--- src/rtl/alien_march_ctrl.sv ---
// Alien formation march controller: steps the formation offset on each divider tick,
// drops a row and reverses at the screen edges, and freezes once the landing row is reached.
module alien_march_ctrl #(
  parameter int X_W     = 10,
  parameter int Y_W     = 10,
  parameter int X_MIN   = 0,
  parameter int X_MAX   = 224,
  parameter int X_STEP  = 4,
  parameter int Y_START = 32,
  parameter int Y_STEP  = 16,
  parameter int Y_LIMIT = 400
) (
  input  logic           clk,
  input  logic           rst,
  input  logic           tick,
  input  logic           pause,
  output logic [X_W-1:0] x_off,
  output logic [Y_W-1:0] y_off,
  output logic           dir,
  output logic           frame,
  output logic           moved,
  output logic           landed
);

  // state    | meaning
  // S_RIGHT  | marching toward X_MAX
  // S_LEFT   | marching toward X_MIN
  // S_LANDED | reached landing row; everything frozen until reset
  typedef enum logic [1:0] {S_RIGHT, S_LEFT, S_LANDED} state_t;

  localparam logic [X_W:0]   STEP_X   = (X_W+1)'(X_STEP);
  localparam logic [X_W:0]   MAX_X    = (X_W+1)'(X_MAX);
  localparam logic [X_W:0]   LEFT_LIM = (X_W+1)'(X_MIN + X_STEP);
  localparam logic [Y_W:0]   STEP_Y   = (Y_W+1)'(Y_STEP);
  localparam logic [31:0]    Y_LIM32  = 32'(Y_LIMIT);

  state_t         state, state_nxt;
  logic [X_W-1:0] x_nxt;
  logic [Y_W-1:0] y_nxt;
  logic           dir_nxt, frame_nxt, moved_nxt, landed_nxt;

  logic [X_W:0]   x_ext, x_sum, x_dif;
  logic [Y_W:0]   y_sum;
  logic [Y_W-1:0] y_drop;
  logic           drop_lands, step;

  assign x_ext  = {1'b0, x_off};
  assign x_sum  = x_ext + STEP_X;
  assign x_dif  = x_ext - STEP_X;
  assign y_sum  = {1'b0, y_off} + STEP_Y;
  // An overflowing drop pins y_off at all-ones and always counts as a landing.
  assign y_drop = y_sum[Y_W] ? '1 : y_sum[Y_W-1:0];
  assign drop_lands = y_sum[Y_W] || (32'(y_drop) >= Y_LIM32);
  assign step   = tick && !pause && (state != S_LANDED);

  always_comb begin
    state_nxt  = state;
    x_nxt      = x_off;
    y_nxt      = y_off;
    dir_nxt    = dir;
    frame_nxt  = frame;
    moved_nxt  = 1'b0;
    landed_nxt = landed;
    if (step) begin
      moved_nxt = 1'b1;
      frame_nxt = ~frame;
      case (state)
        S_RIGHT: begin
          if (x_sum <= MAX_X) begin
            x_nxt = x_sum[X_W-1:0];
          end else begin
            y_nxt      = y_drop;
            dir_nxt    = 1'b1;
            state_nxt  = drop_lands ? S_LANDED : S_LEFT;
            landed_nxt = drop_lands;
          end
        end
        S_LEFT: begin
          if (x_ext >= LEFT_LIM) begin
            x_nxt = x_dif[X_W-1:0];
          end else begin
            y_nxt      = y_drop;
            dir_nxt    = 1'b0;
            state_nxt  = drop_lands ? S_LANDED : S_RIGHT;
            landed_nxt = drop_lands;
          end
        end
        default: begin
          state_nxt = state;
        end
      endcase
    end
  end

  always_ff @(posedge clk) begin
    if (rst) begin
      state  <= S_RIGHT;
      x_off  <= X_W'(X_MIN);
      y_off  <= Y_W'(Y_START);
      dir    <= 1'b0;
      frame  <= 1'b0;
      moved  <= 1'b0;
      landed <= 1'b0;
    end else begin
      state  <= state_nxt;
      x_off  <= x_nxt;
      y_off  <= y_nxt;
      dir    <= dir_nxt;
      frame  <= frame_nxt;
      moved  <= moved_nxt;
      landed <= landed_nxt;
    end
  end

endmodule

--- config.mk ---
export PLATFORM = sky130hd
export DESIGN_NAME = alien_march_ctrl
export DESIGN_NICKNAME = d
export VERILOG_FILES = /design/src/rtl/alien_march_ctrl.sv
export SDC_FILE = /design/constraint.sdc
export NUM_CORES = 1
export LEC_CHECK = 0
export CORE_MARGIN = 2
export CORE_UTILIZATION = 40
export CTS_CLUSTER_DIAMETER = 30
export DETAILED_ROUTE_END_ITERATION = 8
export GPL_TIMING_DRIVEN = 0
export SYNTH_ARGS = -nofsm -noshare
export SYNTH_HDL_FRONTEND = slang
export SYNTH_SLANG_ARGS = --single-unit
--- constraint.sdc ---
create_clock -name clk -period 4.1 [get_ports clk]
set_clock_uncertainty 0.2 [all_clocks]
set_input_delay 1.23 -clock clk [delete_from_list [all_inputs] [get_ports clk]]
set_output_delay 1.23 -clock clk [all_outputs]
set_load 0.03 [all_outputs]
Yosys cells after proc, flatten, opt, wreduce, memory -nomap -nowiden
Cells that the tools add are included.
W data, S select, Z words.

operators by class
  add/subtract/negate cells = 3
  equal/unequal tests = 6
  multiplexer cells = 19
  magnitude comparators = 3
  reductions and logical operators = 8
  bitwise logic cells = 1

operator list
  operator                 number
  $mux W10                 5
  $pmux W10 S2             2
  $add A10 B3 Y11 const B  1
  $add A10 B5 Y11 const B  1
  $le A11 B8 Y1 const B    1
  $ge A10 B3 Y1 const B    1
  $ge A10 B9 Y1 const B    1
  $ne A2 B2 Y1 const B     5
  $sub A10 B3 Y10 const B  1
  $mux W2                  4
  $reduce_and A4 Y1        2
  $mux W1                  5
  $pmux W1 S2              2
  $pmux W2 S2              1
  $eq A2 B1 Y1 const B     1
  $logic_and A1 B1 Y1      2
  $logic_not A2 Y1         1
  $reduce_bool A2 Y1       1
  $logic_not A1 Y1         1
  $logic_or A1 B1 Y1       1
  $not A1 Y1               1

word-level totals
  flip-flop bits (word level) = 26
  output and inout port bits = 24
  input bits = 4
  word-level logic and storage cells = 47

Logic depth before layout (Yosys ltp)
  depth after elaboration = 7
  mapped depth = 8
  mapped depth without buffers = 8

Least setup slack after synthesis
No wires, ideal clock.

  path kind = reg-to-reg
  start = register x_off[3]
  end = register y_off[9]
  path buffers = 0
  data required time = 3784 ps
  cell stages (with the launch flop) = 9
  period minus slack after synthesis = 2694 ps
  slack = 1406 ps
  setup time = 116 ps
  arrival time = 2378 ps
  cell sequence = dfxtp_1 -> inv_1 -> ha_1 -> or4b_2 -> o21ai_1 -> o211ai_4 -> o21ai_2 -> nand2_1 -> a31o_2

on the way
  longest elaborated chain between the ends = 4
  elaborated cells between the ends (all ways) = 6
  classes of those cells = 1 x add/sub; 2 x order compare; 2 x eq/ne; 1 x reduce/logical

ends and longest elaborated chain
  item                                    line  source
  from (decl)                             17    output logic [X_W-1:0] x_off,
  from (signal assigned)                  98    x_off <= X_W'(X_MIN);
  from (signal assigned)                  106   x_off <= x_nxt;
  $add A10 B3 Y11                         48    assign x_sum = x_ext + STEP_X;
  $le A11 B8 Y1                           69    if (x_sum <= MAX_X) begin
  $ne A2 B2 Y1 (no source line)           --
  $reduce_and A4 Y1 (no source line) (*)  --
  to (signal assigned)                    99    y_off <= Y_W'(Y_START);
  to (signal assigned)                    107   y_off <= y_nxt;
  to (decl)                               18    output logic [Y_W-1:0] y_off,

Mark *: on every way between the ends. The rest lies on a longest branch, timed or not.
A chain may end at the register's enable or synchronous reset.

Worst setup path in the final report
  start = register x_off[2]
  end = output port x_off[2]

No word-level cell between the ends.

==> results.md <==
- Global-route met1 utilization: 23.2%
- Final Hold Vio Count: 0
- Share of cells above drive strength 1: 9.27%
- Post-Synth Simple-Gate Area: 21.8%
- H-tree Lvls: 1
- RR Startpoint: x_off[3]
- Largest family of logic cells by synthesized area: compound AO/OA/AOI/OAI gates
- Wire per inst: ~14 um
- Rel. slew slack: 66.2%
- Yosys reg bits: 23
- Yosys cell types: 47
- Pwr dens: 213 mW/mm^2
- Layout Nets: 216
- Die width: 64.1 um
- Met2 usage: 30.9%
- Pin count of the biggest net entering global routing: 14
- WP buf/inv: 1
- Ys flop type: dfxtp_1
- Worst EP arrival: 1.54 ns
- Actual slew at the worst max-slew pin: 0.507 ns
- Total routed wirelength: 3430 um
- Crit-path slowest cell: clkdlybuf4s50_1
- HPWL after detailed placement: approximately 2600 um
- CTS tree: yes
- CP Class: register to output port
- Vert. Die Dim: about 64 um
- Post-CTS setup buffers: 0
- R2R setup slack: 1.31 ns
- Worst Setup Start Kind: register
- Max_cap viols: 0
- Max Buffers Root-to-Sink: 2
- Clock-pin slew on the worst setup and hold paths: 0.13 ns
- Drt drc: 0
- CP Capture Type: output port
- Sequential area share after synthesis: 31.8%
- CP max stage delay: 0.73 ns
- Period utilization: between 70 and 80%
- CP Data Required Time: 2.67 ns
- Antenna Nets Post-Route: 0
- Top delay family on crit path: buffers and inverters
- Hold buffer count at CTS: 0
- Mapped cell area: 0.00145 sq mm
- Hold Path Sink: y_off[0]
- First-pass GRT wire length: 5960 um
- Post-Synthesis Cells: 175
- Setup TNS: 0 ns
- TritonRoute pass-1 iters: 4
- Unrepaired setup endpoints after global routing: no
- Starting DRT DRC Count: 55
- PortBufs: 25
- Fmax: 337 MHz
- Worst-Skew Late Latency: 0.30 ns
- FP Rows: 21
- Status: finished, final reports clean
- Core area: 0.00342 sq mm
- Proportion of synthesized area in mux cells: 2.85%
- Total gr overflow: 0
- Max Slew Vio Count: 0
- Final setup fails: 0
- Syn_area_per_cell: 8.27 sq um
- Yosys warning total: 0
- Maximum vdd drop: 126 uV
- Adder-cell share of the synthesized area: 5.19%
- P_leak: about 0.67 nW
- Hold_sp: y_off[0]
- Clock sinks: 23
- Busiest grt layer: met2
- Synth Area in Compound Gates: approximately a quarter
- R2R depth: 8
- Xor/xnor share of the synthesized area: 4.84%
- Final Power: 381 uW
- Initial Utilization: 42.3%
- Worst Hold Depth: 2
- CTS resizes: 0
- Gpl congestion: 0.827
- N_diodes: 0
- Vias per Instance: 5.44
- Die area: 0.00411 sq mm
- Minimum clock period: 2.97 ns
- Crit-path max FO: 8
- Initial antenna violation count: 0
- Area Growth Syn to Fin: 23.4%
- Met3 usage: 2.64%
- Vias in the first global route: 1308
- Num CTS Buffers: 3
- Cell Chain, Critical Path: clkdlybuf4s50_1
- IO Pins: 28
- Hold Path Class: register to register
- Worst flop-to-flop path endpoint: y_off[7]
- Async S/R FF share, synth: 0%
- Root Buffer: clkbuf_4
- Via count: 1365
- GRT Util Overall: 17.7%
- Post-synth EDFFs: 0
-- synthesized netlist by cell type, drive strengths merged (3+ instances only) --
library cell,count,area (sq um)
o21ai,9,48.8
ha,6,75.1
xor2,4,35.0
and3,3,23.8
o31ai,4,30.0
o211ai,3,50.1
nand2b,4,25.0
buf,5,41.3
nor2,13,48.8
nand2,7,26.3
a31oi,4,25.0
xnor2,4,35.0
clkbuf,8,30.0
nor3,5,25.0
o2111ai,3,26.3
a21oi,16,80.1
nand3,9,45.0
or3,3,18.8
mux2i,3,30.0
inv,10,37.5
nor2b,5,31.3
dfxtp,23,460
-- worst register-to-register path, delay by kind of cell (launching register included) --
family | cells | cell delay (ns)
AND/OR/NAND/NOR | 2 | 0.95
AO/OA/AOI/OAI | 4 | 0.75
flip-flops | 1 | 0.47
adder cells (fa/ha/maj) | 1 | 0.19
buffers and inverters | 1 | 0.11
-- layout make-up --
type                    instances  area, sq um
plain buffers                  13         71.3
well taps                      46         57.6
clock buffers                   3         22.5
clock inverters                 1         5.00
multi-input cells             130          881
repair buffers                 25          250
fillers                       340         1630
flip-flops and latches         23          460
inverters                      10         37.5
-- worst max path at each step --
stage / from / endpoint / slack, ns / depth (start not counted)
after detailed placement: pause / x_off[8] / 0.82 / 7
after global placement: pause / y_off[9] / 0.85 / 6
after CTS: x_off[2] / x_off[2] / 1.13 / 1
after floorplan: x_off[3] / y_off[9] / 1.41 / 8
final: x_off[2] / x_off[2] / 1.13 / 1
after global routing: pause / x_off[8] / 1.04 / 7
-- metrics by stage --
| step | hold slack, ns | instances | worst slack (ns) | utilization, % | area [sq um] |
|---|---|---|---|---|---|
| 2_1_floorplan | 0.381 | 176 | 1.41 | - | 1450 |
| 3_3_place_gp | 0.250 | 247 | 0.853 | 51.5 | 1760 |
| 3_5_place_dp | 0.257 | 247 | 0.815 | 51.5 | 1760 |
| 4_1_cts | 0.274 | 251 | 1.13 | 52.3 | 1790 |
| 5_1_grt | 0.296 | 251 | 1.04 | 52.3 | 1790 |
| 6_report | 0.276 | 251 | 1.13 | 52.3 | 1790 |
-- flip-flops by register name, summed over array words and instances, names as in the netlist --
signal  cells
dir         1
frame       1
landed      1
moved       1
state       1
x_off       8
y_off      10
-- report_power, final --
| group | switching, mW | leakage [nW] | internal [mW] |
|---|---|---|---|
| sequential | 0.00390 | 0.186 | 0.226 |
| combinational | 0.0283 | 0.467 | 0.0195 |
| clock | 0.0664 | 0.0177 | 0.0363 |
-- layer usage --
| metal | vias up | share of wire (%) | routed length, um |
|---|---|---|---|
| met5 | - | 0 | 0 |
| met4 | 0 | 0 | 0 |
| met3 | 0 | 2.7 | 93 |
| met2 | 38 | 50 | 1720 |
| met1 | 637 | 47 | 1620 |
| li1 | 690 | - | - |
-- layout by cell type, fill, tap and decap left out, types with 3 or more instances in the layout --
master,synthesis,final
nor3_1,5,5
clkbuf_4,0,3
xor2_1,4,4
or3_1,3,3
nand2_1,7,7
a31oi_1,4,4
o2111ai_1,3,3
nand3_1,9,9
ha_1,6,6
clkbuf_1,8,8
a21oi_1,16,16
clkdlybuf4s50_1,0,25
o31ai_1,4,4
nor2b_1,5,5
nand2b_1,4,4
o21ai_0,7,7
nor2_1,13,13
dfxtp_1,23,23
inv_1,10,10
mux2i_1,3,3
xnor2_1,4,4
-- cells by family (layout without fill, tap and decap cells) --
family / count (synthesis) / in the layout
mux: 4 / 4
simple gates: 58 / 58
flops: 23 / 23
compound gates: 52 / 52
xor+xnor: 8 / 8
buf+inv: 23 / 52
fa+ha+maj: 6 / 6
other cells: 1 / 2
Power figures use the tool's default switching activity.
